==> config.mk <==
export PLATFORM = sky130hd
export DESIGN_NAME = sr04_ranger
export DESIGN_NICKNAME = d
export VERILOG_FILES = /design/src/rtl/sr04_ranger.sv
export SDC_FILE = /design/constraint.sdc
export NUM_CORES = 1
export LEC_CHECK = 0
export CAP_MARGIN = 40
export CORE_ASPECT_RATIO = 0.75
export CORE_MARGIN = 2
export CORE_UTILIZATION = 29
export DETAILED_ROUTE_END_ITERATION = 10
export SLEW_MARGIN = 20
export SYNTH_ARGS = -nofsm -noshare
export SYNTH_HDL_FRONTEND = slang
export SYNTH_SLANG_ARGS = --single-unit
==> constraint.sdc <==
create_clock -name osc_clk -period 6.7 [get_ports osc_clk]
set_input_delay 1.005 -clock osc_clk [delete_from_list [all_inputs] [get_ports osc_clk]]
set_output_delay 1.005 -clock osc_clk [all_outputs]
set_load 0.05 [all_outputs]
==> src/rtl/sr04_ranger.sv <==
// HC-SR04 ultrasonic ranger: periodic trigger, echo pulse timing with timeout,
// and an 8-step thermometer bar derived from the measured echo width.
module sr04_ranger #(
    parameter int unsigned TRIG_CYCLES    = 25,
    parameter int unsigned PERIOD_CYCLES  = 124800,
    parameter int unsigned TIMEOUT_CYCLES = 62400,
    parameter int unsigned BAR_STEP       = 1206
) (
    input  logic        osc_clk,
    input  logic        rst,
    input  logic        enable,
    input  logic        echo,
    output logic        trig,
    output logic        meas_valid,
    output logic [15:0] meas_cycles,
    output logic        meas_timeout,
    output logic [7:0]  led_bar
);

    typedef enum logic [2:0] {
        ST_IDLE,
        ST_TRIG,
        ST_WAIT_RISE,
        ST_MEASURE,
        ST_HOLDOFF
    } state_t;

    localparam logic [16:0] PER_LAST  = 17'(PERIOD_CYCLES - 1);
    localparam logic [15:0] TRIG_LAST = 16'(TRIG_CYCLES - 1);
    localparam logic [15:0] TO_LAST   = 16'(TIMEOUT_CYCLES - 1);
    localparam logic [15:0] TO_FULL   = 16'(TIMEOUT_CYCLES);

    state_t      state_reg, state_next;
    logic [15:0] ph_cnt_reg, ph_cnt_next;
    logic [16:0] per_cnt_reg;
    logic        echo_meta_reg, echo_s_reg;
    logic        echo_s;
    logic        trig_reg;
    logic        meas_valid_reg;
    logic [15:0] meas_cycles_reg;
    logic        meas_timeout_reg;
    logic [7:0]  led_bar_reg;

    logic        post_valid;
    logic        post_timeout;
    logic [15:0] post_cycles;
    logic [7:0]  bar_next;

    assign echo_s = echo_s_reg;

    // Thermometer level from constant thresholds; bit gi lights at (gi+1)*BAR_STEP.
    genvar gi;
    generate
        for (gi = 0; gi < 8; gi++) begin : g_bar
            localparam logic [31:0] THRESH = 32'((gi + 1) * BAR_STEP);
            assign bar_next[gi] = (32'(post_cycles) >= THRESH);
        end
    endgenerate

    always_comb begin
        state_next   = state_reg;
        ph_cnt_next  = ph_cnt_reg;
        post_valid   = 1'b0;
        post_timeout = 1'b0;
        post_cycles  = ph_cnt_reg;

        case (state_reg)
            ST_IDLE: begin
                if (enable) begin
                    state_next  = ST_TRIG;
                    ph_cnt_next = '0;
                end
            end
            ST_TRIG: begin
                if (ph_cnt_reg == TRIG_LAST) begin
                    state_next  = ST_WAIT_RISE;
                    ph_cnt_next = '0;
                end else begin
                    ph_cnt_next = ph_cnt_reg + 16'd1;
                end
            end
            ST_WAIT_RISE: begin
                // The cycle that first sees echo_s high is itself the first counted cycle.
                if (echo_s) begin
                    state_next  = ST_MEASURE;
                    ph_cnt_next = 16'd1;
                end else if (ph_cnt_reg == TO_LAST) begin
                    state_next   = ST_HOLDOFF;
                    post_valid   = 1'b1;
                    post_timeout = 1'b1;
                end else begin
                    ph_cnt_next = ph_cnt_reg + 16'd1;
                end
            end
            ST_MEASURE: begin
                if (!echo_s) begin
                    state_next = ST_HOLDOFF;
                    post_valid = 1'b1;
                end else if (ph_cnt_reg == TO_FULL) begin
                    state_next   = ST_HOLDOFF;
                    post_valid   = 1'b1;
                    post_timeout = 1'b1;
                end else begin
                    ph_cnt_next = ph_cnt_reg + 16'd1;
                end
            end
            ST_HOLDOFF: begin
                if (per_cnt_reg == PER_LAST && !echo_s) begin
                    state_next  = enable ? ST_TRIG : ST_IDLE;
                    ph_cnt_next = '0;
                end
            end
            default: begin
                state_next  = ST_IDLE;
                ph_cnt_next = '0;
            end
        endcase

        if (post_timeout) begin
            post_cycles = 16'hFFFF;
        end
    end

    always_ff @(posedge osc_clk or posedge rst) begin
        if (rst) begin
            state_reg        <= ST_IDLE;
            ph_cnt_reg       <= '0;
            per_cnt_reg      <= '0;
            echo_meta_reg    <= 1'b0;
            echo_s_reg       <= 1'b0;
            trig_reg         <= 1'b0;
            meas_valid_reg   <= 1'b0;
            meas_cycles_reg  <= '0;
            meas_timeout_reg <= 1'b0;
            led_bar_reg      <= '0;
        end else begin
            state_reg     <= state_next;
            ph_cnt_reg    <= ph_cnt_next;
            echo_meta_reg <= echo;
            echo_s_reg    <= echo_meta_reg;
            trig_reg      <= (state_next == ST_TRIG);

            // Period reference restarts on the cycle trig rises.
            if (state_next == ST_TRIG && state_reg != ST_TRIG) begin
                per_cnt_reg <= '0;
            end else if (per_cnt_reg != PER_LAST) begin
                per_cnt_reg <= per_cnt_reg + 17'd1;
            end

            meas_valid_reg <= post_valid;
            if (post_valid) begin
                meas_cycles_reg  <= post_cycles;
                meas_timeout_reg <= post_timeout;
                led_bar_reg      <= post_timeout ? 8'h00 : bar_next;
            end
        end
    end

    assign trig         = trig_reg;
    assign meas_valid   = meas_valid_reg;
    assign meas_cycles  = meas_cycles_reg;
    assign meas_timeout = meas_timeout_reg;
    assign led_bar      = led_bar_reg;

endmodule

==> metrics.md, run 1 <==
| Metric | Value |
|---|---|
| Final setup TNS | 0 ns |
| Share of post-route cells with drive strength above 1 | 8.36% |
| Startpoint Class | register |
| Area contributors post-synth | dfrtp_1 49%, nor2_1 5.3%, o22a_1 3.7% |
| Routed len/inst | 15.4 um |
| Hpwl dp | 5.41 mm |
| Clock Tree Root | clkbuf_16 |
| Synthesis Warnings | 0 |
| Count leader, synth | dfrtp_1 |
| Crit path cell chain | inv_1 > ha_1 > nand4bb_1 > nor4_1 > o211ai_1 > and2_1 > clkinv_1 > o22a_1 |
| Die Wd | 128 um |
| CTS Hold Bufs | 0 |
| Fmax | 347 MHz |
| Initial core utilization | 30.2% |
| Initial DRC count | 158 |
| Outcome | finished clean |
| Peak supply drop | 203 uV |
| DP Worst Slack | 3.58 ns |
| CP Buf/Inv Count | 2 |
| Final min period | 2.88 ns |
| Top cell type's share of synthesized area | 48.5% |
| Max reg flops | 17 |
| Synthesis-to-finish area growth | 20.2% |
| Post-CTS Repair Setup Buffers | 0 |
| HP Start | echo_meta_reg |
| Unrepaired setup endpoints after global routing | no |
| DRC Markers | 0 |
| Largest net degree at the start of global routing | 66 |
| Worst r2r src | ph_cnt_reg[1] |
| Slowest CP cell | clkinv_1 |
| Total track usage | 13.8% |
| Vias in the first global route | 2,701 |
| Initial antenna violation count | 0 |
| Worst EP required | 6.90 ns |
| Final setup fails | 0 |
| HP Class | register to register |
| Final #Nets | 385 |
| Diodes inserted | 0 |
| Syn Inst Count | 358 |
| Clk_skew | 0.00714 ns |
| Max Slew Vio Count | 0 |
| Final antenna-violating net count | 0 |
| Pre-Repair DR Iteration Count | 5 |
| Fraction of registers with async set/reset | 100% |
| Post_cts resized | 0 |
| MaxCap Viol Count | 0 |
| Largest area contributor in the netlist | dfrtp_1 |
| Hold Fails Final Rpt | 0 |
| IO Pins | 31 |
| Crit path capture type | register |
| Fillers | 1,099 |
| Leakage | 1.67 nW |
| Pwr Density | 378 nW/um2 |
| CTS tree | built |
| Max-slew headroom | 46.1% |
| Total Routed Length | 8.04 mm |
| Syn avg cell area | 9.36 um2 |
| WS Path Type | register to register |
| DR vias/cell | 5.22 |
| Worst-Skew Late Latency | 0.33 ns |
| Number of synthesized flops with an enable pin | 0 |
| Ys flop type | dfrtp_1 |
| Period utilization | 43.0% |
| Row cnt | 33 |
| Top cell types by occurrence after synthesis | 65 x dfrtp_1, 47 x nor2_1, 21 x nand2_1, 19 x o21ai_0, 17 x nand3_1 |
| Vias | 2,730 |
| CP Launch Point | ph_cnt_reg[1] |
| CP Max Fanout | 19 |
| Mapped cell area | 3350 um2 |
| Yosys reg bits | 65 |
| Slowest stage delay, CP | 0.63 ns |
| Core Area | 11,100 um2 |
| First-pass GRT wire length | 13.8 mm |
| Delay-heaviest family, CP | buffers and inverters |
| Syn_nets | 365 |
| Worst path arrival time | 3.08 ns |
| Overflow after GRT | 0 |
| Number of CTS-inserted buffers | 9 |
| GP Congestion | 0.859 |
| Die area | 12,400 um2 |
| IO Port Bufs | 30 |
| Clk pin slew, worst setup/hold paths | 0.05 ns |
| Clk sink count | 65 |
| Least-Margin Pin Slew | 0.806 ns |
| Worst setup margin | 3.82 ns |
| H-tree Lvls | 3 |
| CTS Buffer Depth | 2 |
| Cell variety after synth | 53 |
| Sequential fraction of the synthesis area | 48.5% |
| Die Y | 97.1 um |
-- worst register-to-register path, stage by stage (launching register included) --
cell,delay (ns)
dfrtp_1,0.49
inv_1,0.11
ha_1,0.21
nand4bb_1,0.10
nor4_1,0.08
o211ai_1,0.31
and2_1,0.46
clkinv_1,0.63
o22a_1,0.37
-- logic make-up (layout without fill, tap and decap cells) --
group / Yosys count / count (layout) / share of synthesized area, %
simple gates: 145 / 145 / 21.5
compound gates: 96 / 96 / 20.4
flops: 65 / 65 / 48.5
buf+inv: 35 / 60 / 4.70
xor+xnor: 13 / 13 / 3.40
fa+ha+maj: 3 / 3 / 1.12
mux: 1 / 1 / 0.299
-- per-layer routing --
metal	vias up	GRT usage (%)	routed length, um
met5	-	0	0
met4	0	4.82	106
met3	9	2.48	357
met2	64	20.3	3430
met1	1314	20.5	4150
li1	1343	-	-
-- path summary, 6_finish.rpt --
path                              endpoint  slack (ns)  depth (start not counted)
min in group asynchronous     meas_timeout        1.04                          3
hold reg to reg                     echo_s        0.35                          0
hold / removal                      echo_s        0.35                          0
setup / recovery           meas_cycles[14]        3.82                          8
max in group asynchronous  meas_cycles[12]        5.14                          4
setup reg to reg           meas_cycles[14]        3.82                          8
-- report_power, final --
part           switching (mW)  leakage (nW)  internal, mW
registers              0.0875         0.852         0.476
clock network           0.170         0.135         0.259
logic                   0.341         0.685         0.190
-- placed cells by master, fill, tap and decap left out, drive strengths merged, types with 2 or more instances in the layout --
master / instances
a211oi: 3
a21o: 4
a21oi: 17
a31oi: 5
a41oi: 2
and2: 3
and3: 13
buf: 4
clkbuf: 11
clkdlybuf4s50: 30
clkinv: 5
dfrtp: 65
ha: 3
inv: 9
nand2: 21
nand2b: 4
nand3: 17
nand4: 6
nor2: 47
nor3: 10
nor4: 9
o211ai: 2
o21ai: 27
o22a: 14
o31ai: 9
o41ai: 2
or2: 4
or3: 4
or4: 3
xnor2: 9
xor2: 4
-- per-stage QoR --
| step | total power, mW | hold slack, ns | instance area [um2] | cells | util [%] |
|---|---|---|---|---|---|
| global placement | 1.09 | 0.342 | 3710 | 504 | 33.4 |
| floorplan | 0.943 | 0.331 | 3350 | 358 | - |
| finish | 1.52 | 0.351 | 4030 | 523 | 36.3 |
| global route | 1.61 | 0.358 | 4030 | 523 | 36.3 |
| detailed placement | 1.10 | 0.335 | 3720 | 505 | 33.5 |
| CTS | 1.54 | 0.350 | 3990 | 521 | 35.9 |
-- layout make-up --
type	instances	area, um2	share of cell area (%)
clock buffer	11	243	6.03
sequential	65	1630	40.4
clock inverter	5	31.3	0.777
tap	140	175	4.35
inverter	10	37.5	0.932
multi-input combinational	258	1570	38.9
timing repair buffer	34	348	8.64
Note: power is estimated with default switching activity, not from simulation.
==> run 2, diff against run 1 <==
Clock period 6.7 ns to 2.9 ns, I/O delays scaled along.
==> run 2 against run 1 <==
Setup slack got worse by 3.4 ns. Via count increased by 5.3%. First-iteration DRC count increased by 52%. Combinational power increased to 2.5 times the previous value. Utilization increased by 1.2 points. Total power increased by 140%. Worst hold slack got worse by 0.00071 ns. Flip-flop and latch count unchanged. Non-clock buffer count increased by 17. Routed wire length increased by 8.8%. Cell count increased by 3.3%. Critical endpoint is now meas_cycles[1]. Largest cell class unchanged.
==> metrics.md, run 2 (synthesis results as in run 1) <==
| Metric | Value |
|---|---|
| Pre-Repair DR Iteration Count | 5 (unchanged) |
| HP Start | echo_meta_reg |
| Share of post-route cells with drive strength above 1 | 12.5% (+4.1 points) |
| Pwr Density | 870 nW/um2 (+130%) |
| Multi-input gate area | 1570 um2 (unchanged) |
| Startpoint Class | register |
| Largest net degree at the start of global routing | 29 (-56%) |
| Worst r2r dst | meas_cycles[1] |
| IO Pins | 31 (unchanged) |
| Max-slew headroom | 51.4% (+5.3 points) |
| Commonest non-fill, non-tap cell in the layout | dfrtp_1 |
| Hpwl dp | 6.24 mm (+15%) |
| GP Congestion | 0.901 (+4.8%) |
| Clk sink count | 65 (unchanged) |
| CP Max Fanout | 14 (-5) |
| Initial DRC count | 240 (+52%) |
| Routed len/inst | 16.2 um (+5.4%) |
| DR vias/cell | 5.33 (+2.0%) |
| Clk_skew | 0.00415 ns (-0.00299 ns) |
| Worst-Skew Late Latency | 0.33 ns (about the same) |
| Worst EP required | 3.15 ns (-3.75 ns) |
| Most frequent cells in the layout | 65 x dfrtp_1, 47 x nor2_1, 30 x clkdlybuf4s50_1 |
| Max Slew Vio Count | 0 (unchanged) |
| Total power | 3.62 mW (+140%) |
| Number of CTS-inserted buffers | 9 (unchanged) |
| Die area | 12,400 um2 (unchanged) |
| Slowest stage delay, CP | 0.63 ns (about the same) |
| CP Buf/Inv Count | 2 (unchanged) |
| Final setup TNS | 0 ns (unchanged) |
| Total Routed Length | 8.76 mm (+8.8%) |
| IO Port Bufs | 30 (unchanged) |
| Final Instance Area | 4160 um2 (+3.3%) |
| Final min period | 2.50 ns (-0.375 ns) |
| Crit path capture type | register |
| Max reg flops | 17 (unchanged) |
| Hold Path Depth | 0 (unchanged) |
| CTS Buffer Depth | 2 (unchanged) |
| Crit path cell chain | nand2_1 > nor4_1 > o211ai_1 > and2_1 > clkinv_1 > buf_4 > nor2_1 > a21oi_1 |
| Reg2reg path depth | 8 (unchanged) |
| Diodes inserted | 0 (unchanged) |
| Die Wd | 128 um (unchanged) |
| Outcome | finished clean |
| Peak supply drop | 467 uV (+130%) |
| Delay-heaviest family, CP | simple AND/OR/NAND/NOR gates |
| CTS tree | built |
| Initial core utilization | 30.2% (unchanged) |
| Final setup fails | 0 (unchanged) |
| H-tree Lvls | 3 (unchanged) |
| Die Y | 97.1 um (unchanged) |
| Unrepaired setup endpoints after global routing | no |
| Total track usage | 15.0% (+1.2 points) |
| Clk pin slew, worst setup/hold paths | 0.05 ns (about the same) |
| Dpl cell area | 3880 um2 (+4.2%) |
| Period utilization | 86.3% (+43 points) |
| Overflow after GRT | 0 (unchanged) |
| Leakage | 1.76 nW (+5.3%) |
| First-pass GRT wire length | 14.8 mm (+7.3%) |
| Fillers | 1,098 (-0.091%) |
| Reg-to-reg slack, setup | 0.40 ns (-3.43 ns) |
| Worst r2r src | ph_cnt_reg[6] |
| Slowest CP cell | dfrtp_1 |
| WS Path Type | register to register |
| Initial antenna violation count | 0 (unchanged) |
| HP Class | register to register |
| Post_cts resized | 0 (unchanged) |
| Worst path arrival time | 2.75 ns (-0.33 ns) |
| Final hold slack | 0.350 ns (-0.000710 ns) |
| Hold Fails Final Rpt | 0 (unchanged) |
| Row cnt | 33 (unchanged) |
| Fmax | 399 MHz (+15%) |
| Post-CTS Repair Setup Buffers | 0 (unchanged) |
| Least-Margin Pin Slew | 0.728 ns (-0.0783 ns) |
| Clock Tree Root | clkbuf_16 |
| CP Launch Point | ph_cnt_reg[6] |
| MaxCap Viol Count | 0 (unchanged) |
| DRC Markers | 0 (unchanged) |
| Final antenna-violating net count | 0 (unchanged) |
| Worst Hold End | echo_s |
| CTS Hold Bufs | 0 (unchanged) |
| Core Area | 11,100 um2 (unchanged) |
| Vias in the first global route | 2,824 (+4.6%) |
| Vias | 2,876 (+5.3%) |
| FF+latch area | 1630 um2 (unchanged) |
| Synthesis-to-finish area growth | 24.1% |
| Final #Nets | 402 (+4.4%) |
==> run 2: cell types whose count changed in the layout (fill, tap and decap cells not counted), sizes merged <==
cell / change
buf: +17
clkinvlp: +1
clkinv: -1
==> run 2: where the power goes <==
part	leakage, nW	internal [mW]	switching [mW]	total (mW)
Clock	0.137	0.619	0.395	1.01
Sequential	0.852	1.10	0.163	1.26
Combinational	0.771	0.486	0.856	1.34
==> run 2: area by class of cell <==
class / count / area share (%)
tap: 140 / 4.21
multi-input combinational: 258 / 37.7
clock inverter: 5 / 0.722
inverter: 10 / 0.903
sequential: 65 / 39.1
clock buffer: 11 / 6.08
timing repair buffer: 51 / 11.3
==> run 2: worst max path at each step <==
| stage | depth (start not counted) | to | slack [ns] |
|---|---|---|---|
| after CTS | 6 | ph_cnt_reg[15] | 0.43 |
| after detailed placement | 6 | ph_cnt_reg[2] | 0.43 |
| after global placement | 8 | meas_cycles[1] | 0.44 |
| final | 8 | meas_cycles[1] | 0.40 |
| after global routing | 8 | meas_cycles[1] | 0.24 |
| after floorplan | 7 | ph_cnt_reg[4] | 0.73 |
==> run 2: worst register-to-register path, delay by kind of cell, from the launching register on <==
| kind | cells | cell delay [ns] |
|---|---|---|
| compound gates | 2 | 0.35 |
| flops | 1 | 0.63 |
| simple gates | 4 | 1.09 |
| buf+inv | 2 | 0.34 |
==> run 2: metal layers <==
metal  part of all wire, %  global-route usage, %  vias up
met2                    42                   19.8      117
met4                   1.4                   6.17        0
met3                   7.7                   4.79       11
met1                    49                   22.5     1373
li1                      -                      -     1375
met5                     0                      0        -
==> run 2: per-stage QoR <==
| stage | utilization, % | std cells | setup slack [ns] |
|---|---|---|---|
| finish | 37.4 | 540 | 0.396 |
| floorplan | - | 358 | 0.731 |
| CTS | 37.4 | 540 | 0.426 |
| detailed placement | 34.9 | 524 | 0.435 |
| global route | 37.4 | 540 | 0.237 |
| global placement | 34.9 | 524 | 0.437 |
==> run 3, diff against run 2 <==
Settings changed: CORE_MARGIN 2 to 4.
==> run 3 against run 2 <==
Sequential share of layout area grew 0.19 points. Clock skew up 0.0031 ns. Fmax shrank 2.2%. Utilization shrank 0.18 points. Critical endpoint is now ph_cnt_reg[12]. Largest power group unchanged.
==> metrics.md, run 3 (synthesis results as in run 1) <==
| Metric | Value |
|---|---|
| Clock power share | 28.9% (+0.9 points) |
| Core Util, Final | 37.3% (-0.18 points) |
| MaxCap Viol Count | 0 (unchanged) |
| Final min period | 2.56 ns (+0.0571 ns) |
| Commonest non-fill, non-tap cell in the layout | dfrtp_1 |
| Startpoint Class | register |
| Die Wd | 132 um (+3.1%) |
| Final Instance Area | 4140 um2 (-0.48%) |
| Row cnt | 33 (unchanged) |
| Worst r2r src | ph_cnt_reg[15] |
| Final antenna-violating net count | 0 (unchanged) |
| Worst r2r dst | ph_cnt_reg[12] |
| Slowest CP cell | or4_1 |
| Sw Ratio | 37.9% (-1.1 points) |
| Max-slew headroom | 47.8% (-3.6 points) |
| Diodes inserted | 0 (unchanged) |
| CP Max Fanout | 9 (-5) |
| Routed len/inst | 15.9 um (-1.9%) |
| IO Pins | 31 (unchanged) |
| CTS Buffer Depth | 2 (unchanged) |
| Power share of the combinational group | 36.4% (-0.7 points) |
| CTS Hold Bufs | 0 (unchanged) |
| Crit path cell chain | or4_1 > o41ai_4 > a21o_1 > a31o_2 > a21bo_1 > o21ai_1 |
| Pre-Repair DR Iteration Count | 5 (unchanged) |
| Hold Fails Final Rpt | 0 (unchanged) |
| Most frequent cells in the layout | 65 x dfrtp_1, 47 x nor2_1, 30 x clkdlybuf4s50_1 |
| Reg-to-reg slack, setup | 0.34 ns (-0.06 ns) |
| Hold Path Depth | 0 (unchanged) |
| IO Port Bufs | 30 (unchanged) |
| Clk_skew | 0.00726 ns (+0.00311 ns) |
| Post_cts resized | 0 (unchanged) |
| Vias in the first global route | 2,805 (-0.67%) |
| Initial DRC count | 206 (-14%) |
| Unrepaired setup endpoints after global routing | no |
| Worst path arrival time | 2.78 ns (+0.03 ns) |
| Int Power | 2.26 mW (+2.6%) |
| Initial core utilization | 30.2% (unchanged) |
| Core Area | 11,100 um2 (unchanged) |
| Die Y | 101 um (+4.1%) |
| Peak supply drop | 655 uV (+40%) |
| Die area | 13,400 um2 (+7.4%) |
| Pwr Density | 880 nW/um2 (+1.2%) |
| Post-CTS Repair Setup Buffers | 0 (unchanged) |
| Initial antenna violation count | 0 (unchanged) |
| Crit path capture type | register |
| First-pass GRT wire length | 14.7 mm (-0.51%) |
| GP Congestion | 0.876 (-2.7%) |
| Dpl cell area | 3850 um2 (-0.58%) |
| Hpwl dp | 6.00 mm (-3.8%) |
| Largest net degree at the start of global routing | 34 (+17%) |
| Reg2reg path depth | 6 (-2) |
| Final setup TNS | 0 ns (unchanged) |
| Worst-Skew Late Latency | 0.33 ns (about the same) |
| Max reg flops | 17 (unchanged) |
| Sw Pwr | 1.38 mW (-2.2%) |
| Max Slew Vio Count | 0 (unchanged) |
| Overflow after GRT | 0 (unchanged) |
| DRC Markers | 0 (unchanged) |
| Final #Nets | 399 (-0.75%) |
| Synthesis-to-finish area growth | 23.5% |
| Clk pin slew, worst setup/hold paths | 0.05 ns (about the same) |
| Leakage | 1.74 nW (-0.87%) |
| Clk sink count | 65 (unchanged) |
| Period utilization | 88.3% (+2.0 points) |
| DR vias/cell | 5.32 (-0.12%) |
| Fmax | 390 MHz (-2.2%) |
| Worst setup margin | 0.339 ns (-0.0571 ns) |
| WS Path Type | register to register |
| DP Worst Slack | 0.396 ns (-0.0383 ns) |
| Least-Margin Pin Slew | 0.776 ns (+0.0474 ns) |
| Final hold slack | 0.346 ns (-0.00369 ns) |
| Sequential Power Share | 34.7% (-0.2 points) |
| Total Routed Length | 8.51 mm (-2.9%) |
| Total track usage | 13.8% (-1.3 points) |
| Outcome | finished clean |
| Number of CTS-inserted buffers | 9 (unchanged) |
| Worst EP required | 3.12 ns (-0.03 ns) |
| Vias | 2,846 (-1.0%) |
| Slowest stage delay, CP | 0.73 ns (+0.10 ns) |
| Clock Tree Root | clkbuf_16 |
| Delay-heaviest family, CP | compound AO/OA/AOI/OAI gates |
| H-tree Lvls | 3 (unchanged) |
| HP Class | register to register |
| CTS tree | built |
| CP Buf/Inv Count | 0 (-2) |
| HP Start | echo_meta_reg |
| Final setup fails | 0 (unchanged) |
| Worst Hold End | echo_s |
| Share of post-route cells with drive strength above 1 | 11.1% (-1.4 points) |
-- run 3: cell count changes in the layout (fill, tap and decap cells not counted), sizes merged --
cell / delta
bufinv: +1
clkinvlp: -1
buf: -3
clkinv: -2
-- run 3: per-layer routing --
metal  up-vias  GRT usage (%)  part of all wire (%)
li1       1366              -                     -
met1      1357           20.3                    51
met2       110           19.0                    41
met3        13           3.89                   6.3
met4         0           5.25                   1.6
met5         -              0                     0
-- run 3: worst max path at each step --
stage	startpoint	to	slack [ns]	cells after the start
2_1_floorplan	ph_cnt_reg[15]	ph_cnt_reg[4]	0.73	7
3_3_place_gp	ph_cnt_reg[6]	meas_cycles[1]	0.41	8
3_5_place_dp	ph_cnt_reg[15]	ph_cnt_reg[11]	0.40	6
4_1_cts	ph_cnt_reg[12]	ph_cnt_reg[12]	0.38	6
5_1_grt	ph_cnt_reg[15]	ph_cnt_reg[11]	0.13	6
6_report	ph_cnt_reg[15]	ph_cnt_reg[12]	0.34	6
-- run 3: per-stage QoR --
stage               power, mW  cells
CTS                      3.68    535
finish                   3.64    535
detailed placement       2.61    521
global route             3.86    535
global placement         2.59    520
floorplan                2.18    358
-- run 3: final cells by class --
type,count,area [um2]
clock buffer,11,243
tap,140,175
clock inverter,3,42.5
inverter,10,37.5
fill,1113,6970
sequential,65,1630
timing repair buffer,48,448
multi-input combinational,258,1570
-- run 3: power by group through the flow --
stage	clock network, mW	registers (mW)	logic, mW
5_1_grt	1.12	1.30	1.44
3_5_place_dp	0	1.28	1.33
6_report	1.05	1.27	1.32
4_1_cts	1.08	1.27	1.33
2_1_floorplan	0	1.63	0.550
3_3_place_gp	0	1.28	1.31
